<file path="config.mk">
export PLATFORM = sky130hd
export DESIGN_NAME = board_place_ctl_flat
export DESIGN_NICKNAME = d
export VERILOG_FILES = /design/src/rtl/board_place_if.sv /design/src/rtl/board_place_ctl.sv /design/src/flat_wrapper.sv
export SDC_FILE = /design/constraint.sdc
export NUM_CORES = 1
export LEC_CHECK = 0
export BUFFER_PORTS_ARGS = -buffer_cell sky130_fd_sc_hd__buf_2
export CAP_MARGIN = 20
export CORE_MARGIN = 4
export CORE_UTILIZATION = 65
export CTS_BUF_LIST = sky130_fd_sc_hd__clkbuf_16
export CTS_CLUSTER_SIZE = 8
export DETAILED_ROUTE_END_ITERATION = 8
export PLACE_DENSITY = 0.88
export SYNTH_ARGS = -nofsm -noshare
export SYNTH_HDL_FRONTEND = slang
export SYNTH_SLANG_ARGS = --single-unit
</file>
<file path="constraint.sdc">
create_clock -name clk -period 6.05 [get_ports clk]
set_input_delay 1.21 -clock clk [delete_from_list [all_inputs] [get_ports clk]]
set_output_delay 1.21 -clock clk [all_outputs]
set_load 0.01 [all_outputs]
</file>
<file path="src/rtl/board_place_if.sv">
// Pointer inputs and board_mem write port of the ship placement controller.
// The controller uses the slave modport; whatever drives the mouse and receives the writes uses master.
interface board_place_if;
    logic        start;
    logic [11:0] mouse_xpos;
    logic [11:0] mouse_ypos;
    logic        mouse_left;
    logic        mouse_right;
    logic [7:0]  write_addr;
    logic [1:0]  write_data;
    logic        write_enable;
    logic [3:0]  ship_idx;
    logic        done;

    modport master (
        output start, mouse_xpos, mouse_ypos, mouse_left, mouse_right,
        input  write_addr, write_data, write_enable, ship_idx, done
    );

    modport slave (
        input  start, mouse_xpos, mouse_ypos, mouse_left, mouse_right,
        output write_addr, write_data, write_enable, ship_idx, done
    );
endinterface

</file>
<file path="src/rtl/board_place_ctl.sv">
// Write-side controller for the player's board: clears the grid, maps mouse clicks to cells,
// places the fleet with bounds/overlap checks. Define BOARD_ROTATE_EN to let right-clicks rotate ships.
module board_place_ctl #(
    parameter logic [11:0] X_POS          = 12'd500,
    parameter logic [11:0] Y_POS          = 12'd200,
    parameter int          CELL_SIZE_LOG2 = 5,
    parameter int          X_SIZE         = 12,
    parameter int          Y_SIZE         = 12
) (
    input  logic         clk,
    input  logic         rst,
    board_place_if.slave bus,
    output logic [2:0]   state_o
);
    localparam int         CELLS     = X_SIZE * Y_SIZE;
    localparam int         IDX_W     = $clog2(CELLS);
    localparam logic [4:0] X_LIM     = 5'(X_SIZE);
    localparam logic [4:0] Y_LIM     = 5'(Y_SIZE);
    localparam logic [3:0] LAST_SHIP = 4'd9;

    typedef enum logic [2:0] {
        S_CLEAR, S_IDLE, S_WAIT, S_CHECK, S_WRITE, S_NEXT, S_DONE
    } state_e;

    state_e           state_q, state_d;
    logic [3:0]       clr_x_q, clr_x_d, clr_y_q, clr_y_d;
    logic [3:0]       anchor_x_q, anchor_x_d, anchor_y_q, anchor_y_d;
    logic [2:0]       step_q, step_d;
    logic [3:0]       ship_idx_q, ship_idx_d;
    logic             done_q, done_d;
    logic             orient_q, orient_d;
    logic [CELLS-1:0] occ_q, occ_d;
    logic [7:0]       addr_q, addr_d;
    logic [1:0]       data_q, data_d;
    logic             we_q, we_d;

    logic [11:0] xpos_s1_q, xpos_s2_q, ypos_s1_q, ypos_s2_q;
    logic [2:0]  left_sync_q;
    logic        left_click;
    logic        right_click;

    // Bit 0 and 1 form the synchroniser, bit 2 remembers the previous synced level.
    always_ff @(posedge clk) begin
        if (rst) begin
            xpos_s1_q   <= '0;
            xpos_s2_q   <= '0;
            ypos_s1_q   <= '0;
            ypos_s2_q   <= '0;
            left_sync_q <= '0;
        end else begin
            xpos_s1_q   <= bus.mouse_xpos;
            xpos_s2_q   <= xpos_s1_q;
            ypos_s1_q   <= bus.mouse_ypos;
            ypos_s2_q   <= ypos_s1_q;
            left_sync_q <= {left_sync_q[1:0], bus.mouse_left};
        end
    end

    assign left_click = left_sync_q[1] & ~left_sync_q[2];

`ifdef BOARD_ROTATE_EN
    logic [2:0] right_sync_q;

    always_ff @(posedge clk) begin
        if (rst) begin
            right_sync_q <= '0;
        end else begin
            right_sync_q <= {right_sync_q[1:0], bus.mouse_right};
        end
    end

    assign right_click = right_sync_q[1] & ~right_sync_q[2];
`else
    logic unused_right;
    assign unused_right = bus.mouse_right;
    assign right_click  = 1'b0;
`endif

    logic signed [12:0] dx, dy;
    logic [11:0]        col_full, row_full;
    logic               in_grid;

    assign dx       = $signed({1'b0, xpos_s2_q}) - $signed({1'b0, X_POS});
    assign dy       = $signed({1'b0, ypos_s2_q}) - $signed({1'b0, Y_POS});
    assign col_full = dx[11:0] >> CELL_SIZE_LOG2;
    assign row_full = dy[11:0] >> CELL_SIZE_LOG2;
    assign in_grid  = !dx[12] && !dy[12] && (col_full < 12'(X_SIZE)) && (row_full < 12'(Y_SIZE));

    function automatic logic [2:0] ship_len(input logic [3:0] idx);
        case (idx)
            4'd0:             ship_len = 3'd4;
            4'd1, 4'd2:       ship_len = 3'd3;
            4'd3, 4'd4, 4'd5: ship_len = 3'd2;
            default:          ship_len = 3'd1;
        endcase
    endfunction

    // Cell currently visited by CHECK/WRITE; one bit wider so running off the edge is visible.
    logic [4:0]       cur_x, cur_y;
    logic [IDX_W-1:0] cur_idx;
    logic             cur_off, cur_busy, last_step;

    assign cur_x     = {1'b0, anchor_x_q} + (orient_q ? 5'd0 : {2'b00, step_q});
    assign cur_y     = {1'b0, anchor_y_q} + (orient_q ? {2'b00, step_q} : 5'd0);
    assign cur_off   = (cur_x >= X_LIM) || (cur_y >= Y_LIM);
    assign cur_idx   = IDX_W'(cur_y) * IDX_W'(X_SIZE) + IDX_W'(cur_x);
    assign cur_busy  = !cur_off && occ_q[cur_idx];
    assign last_step = (step_q == (ship_len(ship_idx_q) - 3'd1));

    always_comb begin
        state_d    = state_q;
        clr_x_d    = clr_x_q;
        clr_y_d    = clr_y_q;
        anchor_x_d = anchor_x_q;
        anchor_y_d = anchor_y_q;
        step_d     = step_q;
        ship_idx_d = ship_idx_q;
        done_d     = done_q;
        orient_d   = orient_q;
        occ_d      = occ_q;
        addr_d     = 8'h00;
        data_d     = 2'b00;
        we_d       = 1'b0;

        case (state_q)
            S_CLEAR: begin
                we_d   = 1'b1;
                addr_d = {clr_y_q, clr_x_q};
                if (clr_x_q == 4'(X_SIZE - 1)) begin
                    clr_x_d = 4'd0;
                    if (clr_y_q == 4'(Y_SIZE - 1)) begin
                        clr_y_d = 4'd0;
                        state_d = S_IDLE;
                    end else begin
                        clr_y_d = clr_y_q + 4'd1;
                    end
                end else begin
                    clr_x_d = clr_x_q + 4'd1;
                end
            end
            S_IDLE: begin
                if (bus.start) state_d = S_WAIT;
            end
            S_WAIT: begin
                if (right_click) orient_d = ~orient_q;
                if (left_click && in_grid) begin
                    anchor_x_d = col_full[3:0];
                    anchor_y_d = row_full[3:0];
                    step_d     = 3'd0;
                    state_d    = S_CHECK;
                end
            end
            S_CHECK: begin
                if (cur_off || cur_busy) begin
                    step_d  = 3'd0;
                    state_d = S_WAIT;
                end else if (last_step) begin
                    step_d  = 3'd0;
                    state_d = S_WRITE;
                end else begin
                    step_d = step_q + 3'd1;
                end
            end
            S_WRITE: begin
                we_d           = 1'b1;
                data_d         = 2'b01;
                addr_d         = {cur_y[3:0], cur_x[3:0]};
                occ_d[cur_idx] = 1'b1;
                if (last_step) begin
                    step_d  = 3'd0;
                    state_d = S_NEXT;
                end else begin
                    step_d = step_q + 3'd1;
                end
            end
            S_NEXT: begin
                // ship_idx stays at the last ship once the fleet is complete.
                if (ship_idx_q == LAST_SHIP) begin
                    done_d  = 1'b1;
                    state_d = S_DONE;
                end else begin
                    ship_idx_d = ship_idx_q + 4'd1;
                    state_d    = S_WAIT;
                end
            end
            S_DONE: begin
                done_d = 1'b1;
            end
            default: state_d = S_CLEAR;
        endcase
    end

    always_ff @(posedge clk) begin
        if (rst) begin
            state_q    <= S_CLEAR;
            clr_x_q    <= '0;
            clr_y_q    <= '0;
            anchor_x_q <= '0;
            anchor_y_q <= '0;
            step_q     <= '0;
            ship_idx_q <= '0;
            done_q     <= 1'b0;
            orient_q   <= 1'b0;
            occ_q      <= '0;
            addr_q     <= '0;
            data_q     <= '0;
            we_q       <= 1'b0;
        end else begin
            state_q    <= state_d;
            clr_x_q    <= clr_x_d;
            clr_y_q    <= clr_y_d;
            anchor_x_q <= anchor_x_d;
            anchor_y_q <= anchor_y_d;
            step_q     <= step_d;
            ship_idx_q <= ship_idx_d;
            done_q     <= done_d;
            orient_q   <= orient_d;
            occ_q      <= occ_d;
            addr_q     <= addr_d;
            data_q     <= data_d;
            we_q       <= we_d;
        end
    end

    assign bus.write_addr   = addr_q;
    assign bus.write_data   = data_q;
    assign bus.write_enable = we_q;
    assign bus.ship_idx     = ship_idx_q;
    assign bus.done         = done_q;
    assign state_o          = state_q;
endmodule

</file>
<file path="src/flat_wrapper.sv">
// flat-port wrapper written by rule: the top's interface ports become plain ports
module board_place_ctl_flat 
#(
    parameter logic [11:0] X_POS          = 12'd500,
    parameter logic [11:0] Y_POS          = 12'd200,
    parameter int          CELL_SIZE_LOG2 = 5,
    parameter int          X_SIZE         = 12,
    parameter int          Y_SIZE         = 12
)
  (clk, rst, state_o, bus_start, bus_mouse_xpos, bus_mouse_ypos, bus_mouse_left, bus_mouse_right, bus_write_addr, bus_write_data, bus_write_enable, bus_ship_idx, bus_done);
  board_place_if bus_i ();
  input  logic clk;
  input  logic rst;
  output logic [2:0] state_o;
  input wire logic [$bits(bus_i.start)-1:0] bus_start;
  input wire logic [$bits(bus_i.mouse_xpos)-1:0] bus_mouse_xpos;
  input wire logic [$bits(bus_i.mouse_ypos)-1:0] bus_mouse_ypos;
  input wire logic [$bits(bus_i.mouse_left)-1:0] bus_mouse_left;
  input wire logic [$bits(bus_i.mouse_right)-1:0] bus_mouse_right;
  output wire logic [$bits(bus_i.write_addr)-1:0] bus_write_addr;
  output wire logic [$bits(bus_i.write_data)-1:0] bus_write_data;
  output wire logic [$bits(bus_i.write_enable)-1:0] bus_write_enable;
  output wire logic [$bits(bus_i.ship_idx)-1:0] bus_ship_idx;
  output wire logic [$bits(bus_i.done)-1:0] bus_done;
  assign bus_i.start = bus_start;
  assign bus_i.mouse_xpos = bus_mouse_xpos;
  assign bus_i.mouse_ypos = bus_mouse_ypos;
  assign bus_i.mouse_left = bus_mouse_left;
  assign bus_i.mouse_right = bus_mouse_right;
  assign bus_write_addr = bus_i.write_addr;
  assign bus_write_data = bus_i.write_data;
  assign bus_write_enable = bus_i.write_enable;
  assign bus_ship_idx = bus_i.ship_idx;
  assign bus_done = bus_i.done;
  board_place_ctl #(.X_POS(X_POS), .Y_POS(Y_POS), .CELL_SIZE_LOG2(CELL_SIZE_LOG2), .X_SIZE(X_SIZE), .Y_SIZE(Y_SIZE)) u_core (.clk(clk), .rst(rst), .bus(bus_i), .state_o(state_o));
endmodule
</file>
# Word-level counts from Yosys, hierarchy flattened
# Cells that the tools add are included.
# word_totals
ff_bits,233
inputBits,29
output_inout_bits,19
word_cells,109
# op_classes
add_sub_neg,9
multipliers,1
n_lt_le_gt_ge,6
n_eq_ne,22
muxes,25
n_bitwise,5
reduce_logical,24
# ops
operator,n
$or A144 B144 Y144,1
$mux W3,11
$pmux W3 S7,1
$pmux W3 S3,2
$pmux W8 S2,1
$lt A7 B4 Y1 const B,2
$sub A12 B8 Y13 const B,1
$sub A12 B9 Y13 const B,1
$add A4 B1 Y4 const B,3
$eq A4 B4 Y1 const B,3
$ne A2 B1 Y1 const B,5
$reduce_and A2 Y1,5
$eq A3 B3 Y1 const B,3
$lt A8 B9 Y1 const B,1
$add A8 B5 Y8,1
$bmux W1 S8,1
$demux W1 S8,1
$eq A4 B2 Y1 const B,2
$eq A4 B3 Y1 const B,2
$ge A8 B1 Y1 const B,1
$mux W4,2
$reduce_and A7 Y1,1
$eq A3 B2 Y1 const B,2
$logic_and A1 B1 Y1,6
23 further kinds,33

# Logic depth before layout (Yosys ltp)
# logic_depth
ltp_word,8
mapped_depth,15
ltp_nobuf,13

# Least setup slack after synthesis
# Ideal clock, no wire load.
# synth_timing
kind,reg2reg
from,register u_core.step_q[0]
to,"register u_core.state_q[1], in the netlist u_core.state_o[1]"
setup_time_ns,0.067
t_arrival_ns,3.547
required_time_ns,5.983
path_slack_ns,2.436
path_stages_with_launch,14
n_path_buf,1
synth_period_minus_slack_ns,3.614
cell_sequence,dfxtp_1 ha_1 fa_1 xor2_1 ha_1 fa_1 or4_1 a221oi_2 a22o_1 buf_6 o2bb2ai_2 nor3_2 a221o_1 a21oi_2
# synth_between
elab_chain_cells,8
elab_cells_between_ends,15
cone_classes,add/sub: 2; order compare: 1; eq/ne: 3; mux: 4; reduce/logical: 5
# synth_rtl
element,line,rtl
"start, declared",board_place_ctl.sv:28,"logic [2:0] step_q, step_d;"
"start signal, assigned",board_place_ctl.sv:214,step_q <= step_d;
$add A4 B3 Y5,board_place_ctl.sv:103,"assign cur_x = {1'b0, anchor_x_q} + (orient_q ? 5'd0 : {2'b00, step_q});"
$add A8 B5 Y8 or $ge A5 B4 Y1 (tied branches),"board_place_ctl.sv:106, board_place_ctl.sv:105",
$bmux W1 S8 or $logic_or A1 B1 Y1 (tied branches),"board_place_ctl.sv:107, board_place_ctl.sv:105",
$mux W1 (implied by the code) or $logic_not A1 Y1 (tied branches),board_place_ctl.sv:107,assign cur_busy = !cur_off && occ_q[cur_idx];
$logic_and A1 B1 Y1,board_place_ctl.sv:107,
$logic_or A1 B1 Y1,board_place_ctl.sv:154,if (cur_off || cur_busy) begin
$ne A3 B1 Y1 (no line) or $mux W3 (tied branches),-,
$reduce_and A7 Y1 (no line) or $pmux W3 S7 (tied branches),-,
"end signal, assigned",board_place_ctl.sv:209,state_q <= state_d;
"end, declared",board_place_ctl.sv:25,"state_e state_q, state_d;"
# Several ways; a longest one is shown, not always the timed one. The select of a mux whose other input is x is not followed.
# A chain may end at the register's enable or synchronous reset.

# Final worst setup path
# layout_timing
from,register u_core.step_q[0]
to,register u_core.step_q[2]
# layout_between
elab_chain_cells,8
elab_cells_between_ends,14
cone_classes,add/sub: 3; order compare: 1; eq/ne: 1; mux: 5; reduce/logical: 4
# layout_rtl
element,line,rtl
$add A4 B3 Y5,board_place_ctl.sv:103,
$add A8 B5 Y8 or $ge A5 B4 Y1 (tied branches),"board_place_ctl.sv:106, board_place_ctl.sv:105",
$bmux W1 S8 or $logic_or A1 B1 Y1 (tied branches),"board_place_ctl.sv:107, board_place_ctl.sv:105",
$mux W1 (implied by the code) or $logic_not A1 Y1 (tied branches),board_place_ctl.sv:107,
$logic_and A1 B1 Y1,board_place_ctl.sv:107,
$logic_or A1 B1 Y1,board_place_ctl.sv:154,
$mux W3,board_place_ctl.sv:154,
$pmux W3 S3 *,board_place_ctl.sv:125,case (state_q)
# Every way passes the cells marked *; elsewhere a longest branch is shown, timed or not. The select of a mux whose other input is x is not followed.

==> results.md <==
* Layout cell share with drive strength beyond 1 at 13.1%
* Post-synth EDFFs at 0
* Combinational power share at 1.7%
* Worst EP arrival at 4880 ps
* Startpoint Class: flip-flop
* Number of global-route vias before repair at 7000
* Rows at 43
* Buffers on Ports at 40
* Gr usage total at 25.9%
* Share of the synthesized area in the top cell type at 48.5%
* GP Congestion at 0.851
* Hold Path End: u_core.xpos_s2_q[6]
* Slew @ Worst Pin at 1120 ps
* Initial Utilization at 66.2%
* Main synth FF type: dfxtp_1
* WL per Instance at 17.6 um
* DRC viols at 0
* #FFs+latches synth at 222
* P_leak at 3.91 nW
* Post-CTS sizing at 0
* Final Max Slew Viols at 0
* GR peak layer: met2
* PwrDens at 296 nW/um2
* Area Growth Syn to Fin at 10.9%
* Worst Setup End Kind: flip-flop
* Core area at 13800 um2
* Initial antenna violation count at 0
* CTS root buffer: clkbuf_16
* Fin Setup TNS at 0 ps
* Post-Route WL at 20700 um
* DR vias at 7282
* Avg Cell Area, Syn at 9.33 um2
* Die Area at 16100 um2
* Dominant cell type by area after synthesis: dfxtp_1
* Largest cells by area after synthesis: dfxtp_1 49%, a21oi_1 9.4%, nor2_1 9.1%
* Mapped Nets at 1033
* Reg2Reg Setup Slack at 1610 ps
* Crit path kind: flip-flop to flip-flop
* # H-tree levels at 1
* Largest net degree at the start of global routing at 113
* Util after Layout at 73.5%
* Met3 Resource Use GR at 5.22%
* Hold WC Path Type: flip-flop to flip-flop
* Netlist Area Pre-Place at 9160 um2
* Status: complete, no violations
* Cell variety after synth at 66
* Required time of the critical path at 6490 ps
* CP max FO at 13
* Fmax at 225 MHz
* Total gr overflow at 0
* Final setup vio count at 0
* Final hold violation count at 0
* Post-CTS Setup Repair Bufs at 0
* Worst hold start: u_core.xpos_s1_q[6]
* Placed Cells at 1145
* PnR Total Power at 3.00 mW
* Post-DRT Antenna Nets at 0
* Synth top cells by count: 222 x dfxtp_1, 222 x nor2_1, 172 x a21oi_1
* Switch Pwr at 0.617 mW
* Max cap viols at 0
* Yosys warns at 0
* Die Ht at 127 um
* Clock skew at 19.4 ps
* RSZ-0062 raised after global routing: false
* Clock Latency Late Sink at 550 ps
* Grt met2 use at 43.8%
* Fin crit period at 4440 ps
* CTS Buf Count at 31
* Non-filler cells, final at 1180
* Cts hold-fix bufs at 0
* Fin crit share at 73.4%
* CTS tree: built
* Post-synth ARST share at 0%
* Clk network pwr share at 48.7%
* Clock Path Buffers at 3
* Drt pass-1 iters at 6
* Worst R2R Start: u_core.step_q[0]
* # nets final at 1051
* Iteration-0 DRC Markers at 723
* Net Sw Frac at 20.5%
* IO Pins at 48
* Dpl hpwl at 12400 um
* Int Pwr at 2.39 mW
* Clock-pin slew on the worst setup and hold paths at 50 ps
* Register area share after synthesis at 48.5%
* FF-to-FF End: u_core.step_q[2]
* Via density at 6.17
* CTS sink cnt at 222
* Hold path cells at 1
* Fill count at 945
* Synth Instances at 982
* Die width at 127 um
* Diode count at 0
* Sequential share of power at 49.6%
* R2R cell count at 13
* Global-route met1 utilization at 32.5%
* Slew HR at 24.9%
* Worst vdd ir at 0.250 mV
* First-pass GRT wire length at 34000 um
state kept, by name (all words and copies together) (netlist names):
register,count
u_core.anchor_y_q,4
u_core.state_o,3
u_core.bus.ship_idx,4
u_core.ypos_s2_q,9
u_core.occ_q,144
u_core.xpos_s2_q,10
u_core.xpos_s1_q,10
u_core.step_q,3
u_core.bus.done,1
u_core.bus.write_data,1
u_core.clr_y_q,4
u_core.bus.write_addr,8
u_core.left_sync_q,3
u_core.bus.write_enable,1
u_core.anchor_x_q,4
u_core.clr_x_q,4
u_core.ypos_s1_q,9
cells in the final DEF, fill, tap and decap left out, types with 3 or more instances in the layout:
| master | Yosys | routed |
|---|---|---|
| or3_1 | 7 | 7 |
| inv_1 | 13 | 13 |
| ha_1 | 19 | 18 |
| nand2_1 | 34 | 34 |
| xnor2_1 | 9 | 9 |
| nand2b_1 | 3 | 3 |
| buf_2 | 14 | 39 |
| a21oi_1 | 172 | 172 |
| o22ai_1 | 4 | 4 |
| o211ai_1 | 7 | 7 |
| a21o_1 | 3 | 3 |
| mux2i_1 | 16 | 16 |
| o21ai_0 | 10 | 10 |
| clkbuf_16 | 0 | 31 |
| buf_4 | 1 | 4 |
| mux4_2 | 36 | 36 |
| nor2b_1 | 46 | 46 |
| nor2_1 | 222 | 222 |
| xor2_1 | 9 | 9 |
| a22oi_1 | 4 | 4 |
| mux2_2 | 3 | 3 |
| fa_1 | 3 | 3 |
| nand3_1 | 13 | 13 |
| nand4_1 | 3 | 3 |
| o21bai_1 | 4 | 4 |
| dfxtp_1 | 222 | 222 |
| nor3_1 | 12 | 12 |
worst max path at each step:
stage	endpoint	slack (ps)	depth (start not counted)	startpoint
4_1_cts	u_core.occ_q[78]	1500	12	u_core.step_q[0]
2_1_floorplan	u_core.state_o[1]	2440	13	u_core.step_q[0]
5_1_grt	u_core.step_q[2]	1280	13	u_core.step_q[0]
3_3_place_gp	u_core.occ_q[73]	1760	12	u_core.step_q[0]
6_report	u_core.step_q[2]	1610	13	u_core.step_q[0]
3_5_place_dp	u_core.occ_q[78]	1610	12	u_core.step_q[0]
cells by family after synthesis:
logic type | synth area share (%)
simple gates | 17.5
compound gates | 14.2
flops | 48.5
buf+inv | 3.58
mux | 11.0
fa+ha+maj | 3.25
xor+xnor | 1.90
other cells | 0.0409
worst max-delay path, stage by stage (launching register included):
cell and delay, ps:
dfxtp_1 360, ha_2 230, fa_1 460, xor2_1 220, ha_1 250, fa_1 870
clkinv_1 430, o211ai_1 190, o22ai_1 120, nor3_1 230, o221ai_2 190, nor4_2 450
o22ai_1 160, a21oi_1 180
per-layer routing:
layer  routed length [um]  part of all wire [%]
met1                 8360                    40
met3                 1660                   8.0
met4                  640                   3.1
met5                    0                     0
met2                10100                    49
power groups by stage:
stage | clock, mW | sequential [mW] | combinational (mW)
final | 1.46 | 1.49 | 0.0515
after global routing | 1.54 | 1.49 | 0.0580
after CTS | 1.47 | 1.49 | 0.0516
after detailed placement | 0 | 1.52 | 0.0515
after global placement | 0 | 1.52 | 0.0506
after floorplan | 0 | 1.52 | 0.0379
area by class of cell:
class	count	area, um2	area share, %
multi-input combinational	685	4390	43.2
clock buffer	31	776	7.63
sequential	222	4440	43.7
timing repair buffer	46	262	2.57
inverter	14	52.6	0.517
tap	180	225	2.22
clock inverter	2	12.5	0.123
per-stage QoR:
step / hold WS [ps] / instance area [um2] / setup slack (ps)
after floorplan: 414 / 9160 / 2440
after global placement: 417 / 9350 / 1760
after detailed placement: 423 / 9350 / 1610
after CTS: 435 / 10100 / 1500
after global routing: 443 / 10200 / 1280
final: 429 / 10200 / 1610
Power figures use the tool's default switching activity.
